## src/rtl/host_bus_initiator.sv

```systemverilog
// host_bus_initiator: queued host commands issued one at a time on AW/W/AR/R with per-phase timeout
module host_bus_initiator #(
  parameter int CMD_DEPTH = 4,
  parameter int TIMEOUT = 1024
) (
  input  logic        clk,
  input  logic        rst,
  input  logic        cmd_valid,
  output logic        cmd_ready,
  input  logic        cmd_write,
  input  logic [31:0] cmd_addr,
  input  logic [31:0] cmd_wdata,
  output logic        rsp_valid,
  input  logic        rsp_ready,
  output logic        rsp_write,
  output logic        rsp_error,
  output logic [31:0] rsp_rdata,
  output logic        AWVALID,
  output logic [31:0] AWADDR,
  input  logic        AWREADY,
  output logic        WDVALID,
  output logic [31:0] WDATA,
  input  logic        WDREADY,
  output logic        ARVALID,
  output logic [31:0] ARADDR,
  input  logic        ARREADY,
  output logic        RDREADY,
  input  logic        RDVALID,
  input  logic [31:0] RDATA,
  output logic        busy
);
  localparam int PW = $clog2(CMD_DEPTH) + 1;
  localparam int CW = $clog2(TIMEOUT + 2);
  localparam logic [CW-1:0] TLIM = CW'(TIMEOUT == 0 ? 0 : TIMEOUT - 1);
  typedef enum logic [2:0] {S_IDLE, S_AW, S_W, S_AR, S_R, S_RSP} state_t;
  state_t state, nxt;
  logic [64:0] mem [CMD_DEPTH];
  logic [64:0] head;
  logic [PW-1:0] wr_ptr, rd_ptr;
  logic [CW-1:0] cnt;
  logic full, empty, push, pop, phase, tmo, hs, err_set;
  logic cur_write;
  logic [31:0] cur_addr, cur_wdata;
  assign empty = wr_ptr == rd_ptr;
  assign full = (wr_ptr[PW-1] != rd_ptr[PW-1]) && (wr_ptr[PW-2:0] == rd_ptr[PW-2:0]);
  assign push = cmd_valid && !full;
  assign pop = state == S_IDLE && !empty;
  assign head = mem[rd_ptr[PW-2:0]];
  assign phase = state == S_AW || state == S_W || state == S_AR || state == S_R;
  assign tmo = (TIMEOUT != 0) && cnt == TLIM;
  assign err_set = phase && tmo && !hs;
  // command storage; entries need no reset since the pointers gate them
  always_ff @(posedge clk) begin
    if (push) mem[wr_ptr[PW-2:0]] <= {cmd_write, cmd_addr, cmd_wdata};
  end
  // FIFO pointers, wrapping naturally with an extra MSB to tell full from empty
  always_ff @(posedge clk) begin
    if (rst) begin
      wr_ptr <= '0;
      rd_ptr <= '0;
    end else begin
      if (push) wr_ptr <= wr_ptr + PW'(1);
      if (pop) rd_ptr <= rd_ptr + PW'(1);
    end
  end
  // state register
  always_ff @(posedge clk) begin
    if (rst) state <= S_IDLE;
    else state <= nxt;
  end
  // next state: each bus phase advances on its handshake or falls to RSP on timeout
  always_comb begin
    nxt = state;
    hs = 1'b0;
    case (state)
      S_IDLE: nxt = empty ? S_IDLE : head[64] ? S_AW : S_AR;
      S_AW: begin
        hs = AWREADY;
        nxt = AWREADY ? S_W : tmo ? S_RSP : S_AW;
      end
      S_W: begin
        hs = WDREADY;
        nxt = (WDREADY || tmo) ? S_RSP : S_W;
      end
      S_AR: begin
        hs = ARREADY;
        nxt = ARREADY ? S_R : tmo ? S_RSP : S_AR;
      end
      S_R: begin
        hs = RDVALID;
        nxt = (RDVALID || tmo) ? S_RSP : S_R;
      end
      S_RSP: nxt = rsp_ready ? S_IDLE : S_RSP;
      default: nxt = S_IDLE;
    endcase
  end
  // current command, phase counter and response fields
  always_ff @(posedge clk) begin
    if (rst) begin
      cnt <= '0;
      cur_write <= 1'b0;
      cur_addr <= '0;
      cur_wdata <= '0;
      rsp_error <= 1'b0;
      rsp_rdata <= '0;
    end else begin
      cnt <= (nxt != state || !phase) ? '0 : (&cnt) ? cnt : cnt + CW'(1);
      if (pop) begin
        {cur_write, cur_addr, cur_wdata} <= head;
        rsp_error <= 1'b0;
        rsp_rdata <= '0;
      end
      if (err_set) rsp_error <= 1'b1;
      if (state == S_R && RDVALID) rsp_rdata <= RDATA;
    end
  end
  assign cmd_ready = !full;
  assign AWVALID = state == S_AW;
  assign AWADDR = AWVALID ? cur_addr : '0;
  assign WDVALID = state == S_W;
  assign WDATA = WDVALID ? cur_wdata : '0;
  assign ARVALID = state == S_AR;
  assign ARADDR = ARVALID ? cur_addr : '0;
  assign RDREADY = state == S_R;
  assign rsp_valid = state == S_RSP;
  assign rsp_write = cur_write;
  assign busy = state != S_IDLE || !empty;
endmodule

```

## config.mk

```make
export PLATFORM = sky130hd
export DESIGN_NAME = host_bus_initiator
export DESIGN_NICKNAME = d
export VERILOG_FILES = /design/src/rtl/host_bus_initiator.sv
export SDC_FILE = /design/constraint.sdc
export NUM_CORES = 1
export LEC_CHECK = 0
export CAP_MARGIN = 20
export CORE_ASPECT_RATIO = 0.8
export CORE_MARGIN = 2
export CORE_UTILIZATION = 35
export DETAILED_ROUTE_END_ITERATION = 10
export PLACE_DENSITY = 0.57
export RECOVER_POWER = 50
export REMOVE_ABC_BUFFERS = 1
export SYNTH_ARGS = -nofsm -noshare
export SYNTH_HDL_FRONTEND = slang
export SYNTH_SLANG_ARGS = --single-unit
```

## constraint.sdc

```tcl
create_clock -name clk -period 7.64 [get_ports clk]
set_clock_uncertainty 0.15 [all_clocks]
set_input_delay 1.146 -clock clk [delete_from_list [all_inputs] [get_ports clk]]
set_output_delay 1.146 -clock clk [all_outputs]
set_load 0.01 [all_outputs]
```

Word-level counts from Yosys, hierarchy flattened. Memories as Yosys holds them, arrays and structs flattened. A register that Yosys moved wholly into a read port is not among the register bits. Index checks and enable logic that the tools add are counted.

Magnitude comparators: 0. Shift-type cells: 0. Multipliers: 0. Eq/ne operators: 10. Divide/modulo/power cells: 0. Add/sub/neg operators: 3. Multiplexer cells: 22. Bitwise operators: 0. Reductions and logical operators: 23.

Operators with widths (count): 2-to-1 mux 32 bit (5); 2-to-1 mux 3 bit (6); one-hot mux 3 bit (6 select lines) (1); adder 11 x 1 -> 11 bit (second input constant) (1); == test 11 x 10 -> 1 bit (second input constant) (1); AND reduction 11 bit (1); 2-to-1 mux 2 bit (4); logical OR 1 bit (7); adder 3 x 1 -> 3 bit (second input constant) (2); == test 3 x 2 -> 1 bit (second input constant) (2); == test 3 bit (second input constant) (2); logical AND 1 bit (6); 2-to-1 mux 1 bit (5); logical NOT 1 bit (4); one-hot mux 1 bit (4 select lines) (1); nonzero test 2 bit (2); == test 3 x 1 -> 1 bit (second input constant) (1); == test 3 bit (1); logical NOT 3 bit (1); inequality test 3 bit (1); nonzero test 3 bit (1); == test 2 bit (1); OR reduction 2 bit (1); inequality test 1 bit (1).

Output and inout port bits: 137. Register bits: 118. Latch bits: 0. Bits of input ports: 105. RAM bits: 260. ROM bits: 0. Memories: 1. Word-level logic and storage cells: 68.

Memory list: mem (depth 4, bits a word 65, rd ports 1, clocked after Yosys merged registers in 1, write ports 1, RTL line 37) `logic [64:0] mem [CMD_DEPTH];`.

Logic depth before layout (Yosys ltp).
Depth after elaboration: 7. Mapped depth: 7. Depth with buffers taken out: 5.

Least setup slack after synthesis. Ideal clock, no wire load.

Kind: input -> register. Start: input port cmd_valid. End: memory mem[0][0], enable pin. Path slack: 4.130 ns. Setup time: 0.430 ns. Required time: 7.060 ns. Data arrival time: 2.930 ns. Stages on the path: 2. Buffers on the path: 0. Cell sequence: a21boi_0 -> and2_1.

Cells in the longest elaborated chain, start to end: 3.

Ends and longest elaborated chain: from (decl) (RTL line 8) `input logic cmd_valid,`; logical AND 1 bit (RTL line 46) `assign push = cmd_valid && !full;`; 2-to-1 mux 1 bit (RTL line 54) `if (push) mem[wr_ptr[PW-2:0]] <= {cmd_write, cmd_addr, cmd_wdata};`; 2-to-1 mux 1 bit (not written as such) (RTL line 54); to (decl) (RTL line 37).

Every way passes these cells.

Worst setup path in the final report.
Start: input port rst. End: register cur_wdata[3].

RTL lines: from (decl) (RTL line 7) `input logic rst,`; to (signal assigned) (RTL line 103) `cur_wdata <= '0;`; to (signal assigned) (RTL line 109) `{cur_write, cur_addr, cur_wdata} <= head;`; to (decl) (RTL line 43) `logic [31:0] cur_addr, cur_wdata;`.

No word-level cell between the ends.

==> impl_metrics.toml <==
[global_routing]
grt_pass1_vias = 8947
antenna_found_initial = 9
grt_max_degree = 72
grt_first_pass_wirelength_mm = 52.2
grtUsageTotal_pct = 15.3
overflow = 0

[synth]
yosysTopAreaCell = "edfxtp_1"
ys_ff_latch = 380
syn-cell-area_um2 = 14800
yosys-top-cells-area = "edfxtp_1, dfxtp_1, mux4_2, nand2_1, and2_1"
synth_cells = 1030
yosysWarningCount = 0
synth_top_area_share_pct = 52.9
synth_edf_count = 260
synthArstFlopShare_pct = 0
synth_ff_type = "edfxtp_1"
yosysSeqAreaShare_pct = 69.2
postSynthAreaPerCell_um2 = 14.3
yosysUniqueCellTypes = 49

[sta]
finalSetupTns_ps = 0
finalSetupViolations = 0
worst_hold_slack_ps = 301
min_period_over_period_pct = 64.7
grt_setup_unrepaired = "no"
hold_violations = 0
maxSlewViolCount = 234
period_minus_slack_ps = 4940
fmax_mhz = 202
max_slew_margin_pct = -120
worst_pin_slew_ps = 3300

[power_and_ir_drop]
switchingPower_uw = 1730
p_int_uw = 4200
ir_worst_vdd_mv = 0.206
powerDensity_nw_per_um2 = 311
swShare_pct = 29.2
pwr-share-seq_pct = 44.8
p_clk_share_pct = 33.1
power_frac_comb_pct = 22.1
finalPower_uw = 5930
p_leak_uw = 0.00626

[drt]
drt-pass1-iter-count = 4
via_count = 8960
wl_per_cell_um = 18.4
ant_nets = 0
drt-total-wl_mm = 34.0
drt_iter0_drc = 578
via_per_inst = 4.85
drc = 0

[critical_path]
path_class = "in -> reg"
cp_max_fo = 71
crit_path_frequent_cell = "clkbuf_1"
critPathTopFamily = "buffers and inverters"
slowest_delay_ps = 2410
cp-start-kind = "primary input"
cp.arrival_ps = 5050
crit_required_ps = 7750
critPathSlowestCell = "clkbuf_1"
cp.buffers_inverters = 2
worstSetupEndpointType = "flip-flop"
worstPathCellList = "clkbuf_1 -> clkbuf_1 -> a21oi_1"

[cells_and_area]
fillers = 3743
drive_gt1_share_pct = 12.2
nets = 1371
fin_cells = 1848
syn_to_final_growth_pct = 29.1
utilization_pct = 45.6

[cts]
postCtsHoldBufs = 0
clock_path_buffers = 3
htree_levels = 2
cts_tree = "built"
cts_setup_buffers = 0
cts-root-buf = "clkbuf_16"
numCtsBuffers = 40
clk_pin_slew_ps = 60
cts.sinks = 380
cts.repair.resized = 0
clk_latency_ps = 540

[floorplanning]
dieArea_um2 = 43800
ios = 242
die_y_um = 188
core-area_um2 = 41700
initial_core_util_pct = 35.4
die_w_um = 234
row_count = 67

[worst_hold_path]
min_path_type = "reg -> reg"

[run_status]
status = "finished, violations left"
violations = "max-capacitance violations, max-slew violations"

[placement]
io_buffers = 241
gp_congestion = 0.768
hpwl_mm = 20.5
dpl.cell_count = 1768

[flow_run]
drv_cap = 5
-- kinds of logic after synthesis --
logic type,synth area share (%)
simple gates,10.9
buf+inv,2.31
xor+xnor,0.746
flops,69.2
mux,10.2
fa+ha+maj,0.509
compound gates,6.20
-- worst paths after layout --
kind / start / to / slack [ps] / depth (start not counted)
setup reg to reg: wr_ptr[1] / mem[0][63] / 2970 / 5
hold / removal: cur_wdata[18] / cur_wdata[18] / 300 / 2
hold reg to reg: cur_wdata[18] / cur_wdata[18] / 300 / 2
setup / recovery: rst / cur_wdata[3] / 2700 / 3
-- synthesized netlist by cell type (2+ instances only) --
cell type / number
inv_1: 8
buf_4: 2
nor3b_2: 3
a31oi_1: 2
o31ai_1: 3
nand3b_1: 2
o311ai_0: 2
nor3_1: 12
nand2b_1: 3
nand2_1: 172
ha_1: 6
xor2_2: 3
or3_1: 5
mux2i_1: 4
buf_2: 20
and2_1: 100
xnor2_1: 3
clkbuf_1: 39
and3_1: 4
mux4_2: 65
a21oi_1: 102
xor2_1: 4
a211oi_1: 2
edfxtp_1: 260
a21boi_0: 2
o21ai_1: 8
nand3_1: 6
dfxtp_1: 120
buf_6: 4
o21ai_0: 33
nor2_1: 13
-- layout by cell type (no fill, tap or decap), types with 6 or more instances in the layout --
cell type,synthesis,layout
o21ai_1,8,8
dlygate4sd3_1,0,79
clkbuf_16,0,41
ha_1,6,6
clkbuf_1,39,9
dfxtp_1,120,118
clkbuf_8,0,9
inv_1,8,7
clkinv_2,0,7
nor3_1,12,11
clkdlybuf4s50_1,0,161
nand2_1,172,172
nor2_1,13,13
edfxtp_1,260,260
mux4_2,65,65
nand3_1,6,6
and2_1,100,97
a21oi_1,102,102
buf_4,2,10
o21ai_0,33,33
-- through the flow --
stage	setup WS, ps	area, um2
after floorplan	3430	14400
after global placement	4020	17700
after detailed placement	3940	17700
after CTS	3490	19000
after global routing	2130	19000
final	2700	19100
-- flip-flops by register name (all words and copies together) (netlist names), named ones only --
name,flops
state,3
mem,260
rsp_error,1
wr_ptr,3
rd_ptr,3
cur_addr,32
cnt,11
rsp_rdata,32
cur_wdata,32
rsp_write,1
-- layout make-up --
class / instances / area, um2 / share of cell area [%]
antenna: 4 / 10.0 / 0.0525
clock buffer: 57 / 1180 / 6.17
clock inverter: 17 / 168 / 0.880
inverter: 8 / 31.3 / 0.164
multi-input combinational: 576 / 4220 / 22.1
sequential: 380 / 10200 / 53.6
tap: 552 / 691 / 3.63
timing repair buffer: 254 / 2540 / 13.3
-- routing by layer --
| metal | GRT usage [%] | wire (um) | up-vias |
|---|---|---|---|
| met1 | 21.4 | 16000 | 4416 |
| met2 | 23.9 | 15200 | 248 |
| met5 | 0 | 41 | - |
| met3 | 4.15 | 2300 | 45 |
| met4 | 3.58 | 450 | 6 |
| li1 | - | - | 4245 |
-- power groups by stage --
| stage | Clock [uW] | Sequential, uW | Combinational [uW] |
|---|---|---|---|
| 2_1_floorplan | 0 | 2660 | 784 |
| 3_3_place_gp | 0 | 2700 | 1320 |
| 3_5_place_dp | 0 | 2710 | 1330 |
| 4_1_cts | 2030 | 2660 | 1340 |
| 5_1_grt | 2100 | 2700 | 1460 |
| 6_report | 1970 | 2660 | 1310 |
-- worst register-to-register path: cells and delay by family (launching register included) --
family                    cells  cell delay (ps)
and+or+nand+nor               2             1970
buffers and inverters         1              730
xor gates and xnor gates      1              680
AOI/OAI and AO/OA             1              350
DFF                           1              410
No activity file was read; power rests on OpenSTA's default activity.
